File: src/rtl/prog_loader_pkg.sv
// Shared definitions for the program loader: FSM states, default sizes and
// program-word field layout (opcode in the low nibble, operand directly above).
package prog_loader_pkg;
  localparam int DEPTH_DEF = 16;
  localparam int W_DEF     = 4;
  localparam int LEN_W     = 5;
  localparam int OPC_LSB   = 0;
  localparam int OPR_LSB   = W_DEF;

  typedef enum logic [2:0] {
    IDLE, COLLECT, CLEAR, BURST, FINISH, RUN
  } state_t;
endpackage

File: src/rtl/prog_buffer.sv
// DEPTH x DW program store. count doubles as the write pointer; the read
// pointer walks the stored words during the burst.
module prog_buffer
  import prog_loader_pkg::*;
#(
  parameter int DEPTH = DEPTH_DEF,
  parameter int DW    = 2 * W_DEF,
  localparam int CW   = $clog2(DEPTH + 1)
) (
  input  logic          clk,
  input  logic          reset,
  input  logic          clr,
  input  logic          wr_en,
  input  logic [DW-1:0] wr_data,
  input  logic          rd_en,
  output logic [DW-1:0] rd_data,
  output logic [CW-1:0] count,
  output logic [CW-1:0] rd_ptr
);
  localparam int AW = (DEPTH > 1) ? $clog2(DEPTH) : 1;

  logic [DW-1:0] mem [DEPTH];
  logic          wr_ok;

  assign wr_ok = wr_en && (count < CW'(DEPTH));

  always_ff @(posedge clk) begin
    if (reset || clr) begin
      count  <= '0;
      rd_ptr <= '0;
    end else begin
      if (wr_ok) count  <= count + 1'b1;
      if (rd_en) rd_ptr <= rd_ptr + 1'b1;
    end
  end

  // Contents are left alone by reset; the pointers alone define validity.
  always_ff @(posedge clk) begin
    if (wr_ok) mem[count[AW-1:0]] <= wr_data;
  end

  assign rd_data = mem[rd_ptr[AW-1:0]];
endmodule

File: src/rtl/prog_loader.sv
// Collects a streamed program, then replays it into the processor's program
// memory as CLEAR / gap-free BURST / FINISH and releases the processor to RUN.
module prog_loader
  import prog_loader_pkg::*;
#(
  parameter int DEPTH = DEPTH_DEF,
  parameter int W     = W_DEF
) (
  input  logic             clk,
  input  logic             reset,
  input  logic             in_valid,
  input  logic [2*W-1:0]   in_data,
  input  logic             in_last,
  output logic             in_ready,
  input  logic             reload,
  output logic             mem_write,
  output logic             PC_reset,
  output logic [W-1:0]     instr,
  output logic [W-1:0]     portin,
  output logic             done,
  output logic [LEN_W-1:0] prog_len,
  output logic             err_overflow
);
  localparam int CW = $clog2(DEPTH + 1);

  state_t         state, state_nx;
  logic [CW-1:0]  count, rd_ptr;
  logic [2*W-1:0] rd_data;
  logic           accept, at_limit, rd_en, clr;
  logic           mem_write_nx, pc_reset_nx, done_nx;
  logic [W-1:0]   instr_nx, portin_nx;

  assign in_ready = (state == IDLE) || (state == COLLECT);
  assign accept   = in_valid && in_ready;
  assign at_limit = (count == CW'(DEPTH - 1));
  assign clr      = (state == RUN) && reload;
  assign prog_len = LEN_W'(count);

  prog_buffer #(.DEPTH(DEPTH), .DW(2*W)) u_buf (
    .clk     (clk),
    .reset   (reset),
    .clr     (clr),
    .wr_en   (accept),
    .wr_data (in_data),
    .rd_en   (rd_en),
    .rd_data (rd_data),
    .count   (count),
    .rd_ptr  (rd_ptr)
  );

  always_ff @(posedge clk) begin
    if (reset) state <= IDLE;
    else       state <= state_nx;
  end

  // Outputs are computed for the state being entered, then registered.
  always_comb begin
    state_nx     = state;
    rd_en        = 1'b0;
    mem_write_nx = 1'b0;
    pc_reset_nx  = 1'b0;
    done_nx      = 1'b0;
    instr_nx     = '0;
    portin_nx    = '0;
    case (state)
      IDLE, COLLECT: begin
        if (accept) begin
          if (in_last || at_limit) begin
            state_nx    = CLEAR;
            pc_reset_nx = 1'b1;
          end else begin
            state_nx = COLLECT;
          end
        end
      end
      CLEAR, BURST: begin
        if (rd_ptr == count) begin
          state_nx    = FINISH;
          pc_reset_nx = 1'b1;
        end else begin
          state_nx     = BURST;
          rd_en        = 1'b1;
          mem_write_nx = 1'b1;
          instr_nx     = rd_data[OPC_LSB +: W];
          portin_nx    = rd_data[OPC_LSB + W +: W];
        end
      end
      FINISH: begin
        state_nx = RUN;
        done_nx  = 1'b1;
      end
      RUN: begin
        if (reload) state_nx = IDLE;
        else        done_nx  = 1'b1;
      end
      default: state_nx = IDLE;
    endcase
  end

  always_ff @(posedge clk) begin
    if (reset) begin
      mem_write <= 1'b0;
      PC_reset  <= 1'b0;
      instr     <= '0;
      portin    <= '0;
      done      <= 1'b0;
    end else begin
      mem_write <= mem_write_nx;
      PC_reset  <= pc_reset_nx;
      instr     <= instr_nx;
      portin    <= portin_nx;
      done      <= done_nx;
    end
  end

  always_ff @(posedge clk) begin
    if (reset || clr)                        err_overflow <= 1'b0;
    else if (accept && at_limit && !in_last) err_overflow <= 1'b1;
  end
endmodule
File: config.mk
export PLATFORM = sky130hd
export DESIGN_NAME = prog_loader
export DESIGN_NICKNAME = d
export VERILOG_FILES = /design/src/rtl/prog_loader_pkg.sv /design/src/rtl/prog_buffer.sv /design/src/rtl/prog_loader.sv
export SDC_FILE = /design/constraint.sdc
export NUM_CORES = 1
export LEC_CHECK = 0
export ABC_CLOCK_PERIOD_IN_PS = 4300
export BUFFER_PORTS_ARGS = -buffer_cell sky130_fd_sc_hd__buf_2
export CAP_MARGIN = 25
export CORE_AREA = 2 2 167 153
export CTS_CLUSTER_DIAMETER = 120
export DETAILED_ROUTE_END_ITERATION = 16
export DIE_AREA = 0 0 169 155
export GPL_ROUTABILITY_DRIVEN = 0
export SLEW_MARGIN = 40
export SYNTH_ARGS = -nofsm -noshare
export SYNTH_HDL_FRONTEND = slang
export SYNTH_SLANG_ARGS = --single-unit
File: constraint.sdc
create_clock -name clk -period 4.3 [get_ports clk]
set_input_delay 0.86 -clock clk [delete_from_list [all_inputs] [get_ports clk]]
set_output_delay 0.86 -clock clk [all_outputs]
set_load 0.05 [all_outputs]
==> results_tabular.tex <==
\begin{tabular}{lr}
\hline
Metric & Value \\
\hline
\multicolumn{2}{l}{\textbf{Timing}} \\
Setup\_tns & 0 ps \\
Largest clock skew in the final design & 4.81 ps \\
Total setup violations reported at the end of the flow & 0 \\
Max frequency & 0.430 GHz \\
Worst slew slack as a fraction of its limit & 47.3\% \\
Post-layout min period & 2320 ps \\
Slew @ Worst Pin & 788 ps \\
Final number of hold-violating endpoints & 0 \\
Minimum setup slack in the final design & 1980 ps \\
Final-report max-slew violation count & 0 \\
Final worst path period share & 54.0\% \\
Unrepaired setup endpoints after global routing & no \\
Final worst hold slack & 486 ps \\
\multicolumn{2}{l}{\textbf{Clocking}} \\
Insertion delay to the later sink of the worst-skew pair & 410 ps \\
Clock tree from TritonCTS & done \\
Clk pin slew, worst setup/hold paths & 60 ps \\
Sink count of the clock tree & 153 \\
Number of resized instances in the post-cts repair step & 0 \\
CTS hold repair buffers & 0 \\
Number of buffers created by CTS & 17 \\
H-tree depth & 4 \\
Number of buffers on the longest clock path & 2 \\
Buffers inserted during post-CTS setup optimization & 0 \\
Clock tree root driver cell & sky130\_fd\_sc\_hd\_\_clkbuf\_16 \\
\multicolumn{2}{l}{\textbf{Setup path}} \\
Signal arrival time at the worst endpoint & 1460 ps \\
Depth of the most critical reg-to-reg path & 3 \\
Endpoint required time on the critical path & 3440 ps \\
Startpoint types & register \\
Kind of end point of the critical path & output port \\
Biggest fanout along the worst timing path & 13 \\
Critical setup path kind & reg2out \\
\multicolumn{2}{l}{\textbf{Power and ir drop}} \\
Worst vdd rail ir drop & 0.000283 V \\
Cell internal power dissipation & 0.00252 W \\
PD cells & 462 mW/mm2 \\
Switching Power & 0.000747 W \\
Clock network fraction of design power & 41.4\% \\
Share of power burned in combinational logic & 7.3\% \\
Total power draw & 0.00326 W \\
Total leakage power & 2.24 nW \\
Net switching fraction of the power & 22.9\% \\
Sequential share of power & 51.2\% \\
\multicolumn{2}{l}{\textbf{Logic synthesis}} \\
Distinct cell type count after synthesis & 40 \\
Post-Syn Nets & 360 \\
Number of enable-type register cells in the synthesized netlist & 128 \\
Portion of synthesized cell area occupied by the leading cell type & 63.6\% \\
Cell type contributing the most total cell area after synthesis & sky130\_fd\_sc\_hd\_\_edfxtp\_1 \\
Top cells by count, synth & sky130\_fd\_sc\_hd\_\_edfxtp\_1, sky130\_fd\_sc\_hd\_\_mux4\_2, sky130\_fd\_sc\_hd\_\_dfxtp\_1 \\
Mean area per synthesized cell & 17.7 um2 \\
Part of the Yosys area used for sequential elements & 71.8\% \\
Number of synthesis warnings & 0 \\
Flip-flop cell with the highest count after synthesis & sky130\_fd\_sc\_hd\_\_edfxtp\_1 \\
Share of synthesized registers carrying an async set or reset & 0\% \\
Most numerous cell in the Yosys netlist & sky130\_fd\_sc\_hd\_\_edfxtp\_1 \\
Mapped Cells & 341 \\
Flops \& latches, synth & 153 \\
Cell area after synthesis & 0.00605 mm2 \\
Biggest area contributors in the synthesized netlist & sky130\_fd\_sc\_hd\_\_edfxtp\_1, sky130\_fd\_sc\_hd\_\_mux4\_2, sky130\_fd\_sc\_hd\_\_dfxtp\_1 \\
\multicolumn{2}{l}{\textbf{Hold path}} \\
Number of stages on the worst hold path & 2 \\
Min-delay worst type & reg2reg \\
\multicolumn{2}{l}{\textbf{Floorplanning}} \\
Total Die Area & 0.0262 mm2 \\
Number of top-level pins & 31 \\
Core Area & 0.0246 mm2 \\
Height of the die & 155 um \\
Effective utilization at floorplan & 24.5\% \\
Row count & 55 \\
Horizontal extent of the die & 169 um \\
\multicolumn{2}{l}{\textbf{Finish}} \\
Growth of design area from synthesis to finish & 16.8\% \\
Layout cells sized above 1 & 27.8\% \\
Number of diodes added for antenna fixing & 0 \\
Area of all placed cells without fillers & 0.00706 mm2 \\
Post-layout net count & 394 \\
\multicolumn{2}{l}{\textbf{Global route}} \\
Vias in the first global route & 3208 \\
Grt total ovfl & 0 \\
All-Layer GR Usage & 10.3\% \\
First-pass GRT wire length & 19800 um \\
Antenna violations before repair & 0 \\
Maximum number of pins on one net before global-route repair & 24 \\
\multicolumn{2}{l}{\textbf{Detailed routing}} \\
DRC Markers & 0 \\
Final wirelength & 12700 um \\
Number of iterations in the first detailed-routing pass & 4 \\
Vias/cell & 4.48 \\
Routed wire per std cell & 18.2 um \\
Total number of vias & 3142 \\
Residual antenna-violating net count after detailed routing & 0 \\
Detailed router's first-iteration violation count & 366 \\
\multicolumn{2}{l}{\textbf{Placed design}} \\
Placement Cell Area & 0.00652 mm2 \\
Count of input and output buffers & 30 \\
Sum of net half-perimeters after detailed placement & 8320 um \\
Setup WS pre-CTS & 1540 ps \\
\multicolumn{2}{l}{\textbf{Status}} \\
Result of the run & finished, final reports clean \\
\multicolumn{2}{l}{\textbf{Run}} \\
Max-cap violations & 0 \\
\hline
\end{tabular}
==> cells in the final DEF, fill, tap and decap left out, types with 2 or more instances in the layout <==
master / n
sky130_fd_sc_hd__xnor2_1: 6
sky130_fd_sc_hd__dfxtp_2: 2
sky130_fd_sc_hd__o21ai_0: 6
sky130_fd_sc_hd__o211ai_1: 2
sky130_fd_sc_hd__a21oi_1: 8
sky130_fd_sc_hd__or2_2: 2
sky130_fd_sc_hd__mux2i_1: 4
sky130_fd_sc_hd__clkbuf_1: 3
sky130_fd_sc_hd__mux4_2: 31
sky130_fd_sc_hd__clkinv_1: 3
sky130_fd_sc_hd__clkinv_4: 3
sky130_fd_sc_hd__nor3_2: 10
sky130_fd_sc_hd__clkbuf_16: 17
sky130_fd_sc_hd__nor3_1: 5
sky130_fd_sc_hd__nand2b_1: 7
sky130_fd_sc_hd__nor2b_1: 3
sky130_fd_sc_hd__nand3_1: 2
sky130_fd_sc_hd__o22ai_1: 16
sky130_fd_sc_hd__clkinvlp_4: 2
sky130_fd_sc_hd__buf_4: 4
sky130_fd_sc_hd__ha_1: 6
sky130_fd_sc_hd__nand2_1: 13
sky130_fd_sc_hd__inv_1: 6
sky130_fd_sc_hd__and3_1: 2
sky130_fd_sc_hd__a31oi_1: 2
sky130_fd_sc_hd__a41oi_1: 2
sky130_fd_sc_hd__nand4_1: 3
sky130_fd_sc_hd__clkinv_2: 2
sky130_fd_sc_hd__buf_2: 30
sky130_fd_sc_hd__nor2_1: 20
sky130_fd_sc_hd__dfxtp_1: 23
sky130_fd_sc_hd__edfxtp_1: 128
sky130_fd_sc_hd__xor2_1: 2
==> routing by layer <==
metal  share of wire (%)  global-route usage (%)  vias to the layer above
met5                   0                       0                        -
met4                 2.0                    3.83                        0
met3                 5.0                    3.10                       15
met2                  48                    16.1                       93
met1                  45                    13.6                     1612
li1                    -                       -                     1422
==> metrics by stage <==
step,cells,util [%]
4_1_cts,701,28.6
3_3_place_gp,669,26.4
6_report,701,28.7
2_1_floorplan,341,-
3_5_place_dp,669,26.5
5_1_grt,701,28.7
==> final timing paths <==
check | startpoint | slack [ps] | end
worst max register to register | state[2]$_SDFFE_PP0P_ | 2000 | u_buf.mem[8][1]$_DFFE_PP_
worst min register to register | err_overflow$_SDFFE_PP0P_ | 490 | err_overflow$_SDFFE_PP0P_
worst max-delay path | state[2]$_SDFFE_PP0P_ | 1980 | in_ready
worst min-delay path | err_overflow$_SDFFE_PP0P_ | 490 | err_overflow$_SDFFE_PP0P_
==> state kept, by name (all words and copies together) (netlist names), 3 cells and up <==
register	count
u_buf.count	5
u_buf.mem	128
portin	4
state	3
instr	4
u_buf.rd_ptr	5
==> critical path, cell delays in order (launching register included) <==
cell and delay, ps:
sky130_fd_sc_hd__dfxtp_1 460, sky130_fd_sc_hd__nor2_1 280, sky130_fd_sc_hd__buf_2 310
==> power by group through the flow <==
stage	sequential (W)	clock, W	combinational (W)
detailed placement	0.00170	0	0.000242
global route	0.00168	0.00145	0.000260
floorplan	0.00171	0	0.000156
global placement	0.00170	0	0.000236
finish	0.00167	0.00135	0.000239
CTS	0.00167	0.00138	0.000242
==> final cells by class <==
class                      instances  area (um2)
fill                            2427       17600
sequential                       153        4350
multi-input combinational        162        1580
clock buffer                      20         437
tap                              313         392
timing repair buffer              34         180
clock inverter                    12         101
inverter                           7        26.3
==> logic make-up (layout without fill, tap and decap cells) <==
family	Yosys count	after routing	share of synthesized area (%)
compound gates	40	40	4.18
xor+xnor	8	8	1.16
fa+ha+maj	6	6	1.24
buf+inv	26	73	2.28
flops	153	153	71.8
mux	36	36	12.6
simple gates	72	72	6.66
(Power assumes the default switching activity.)
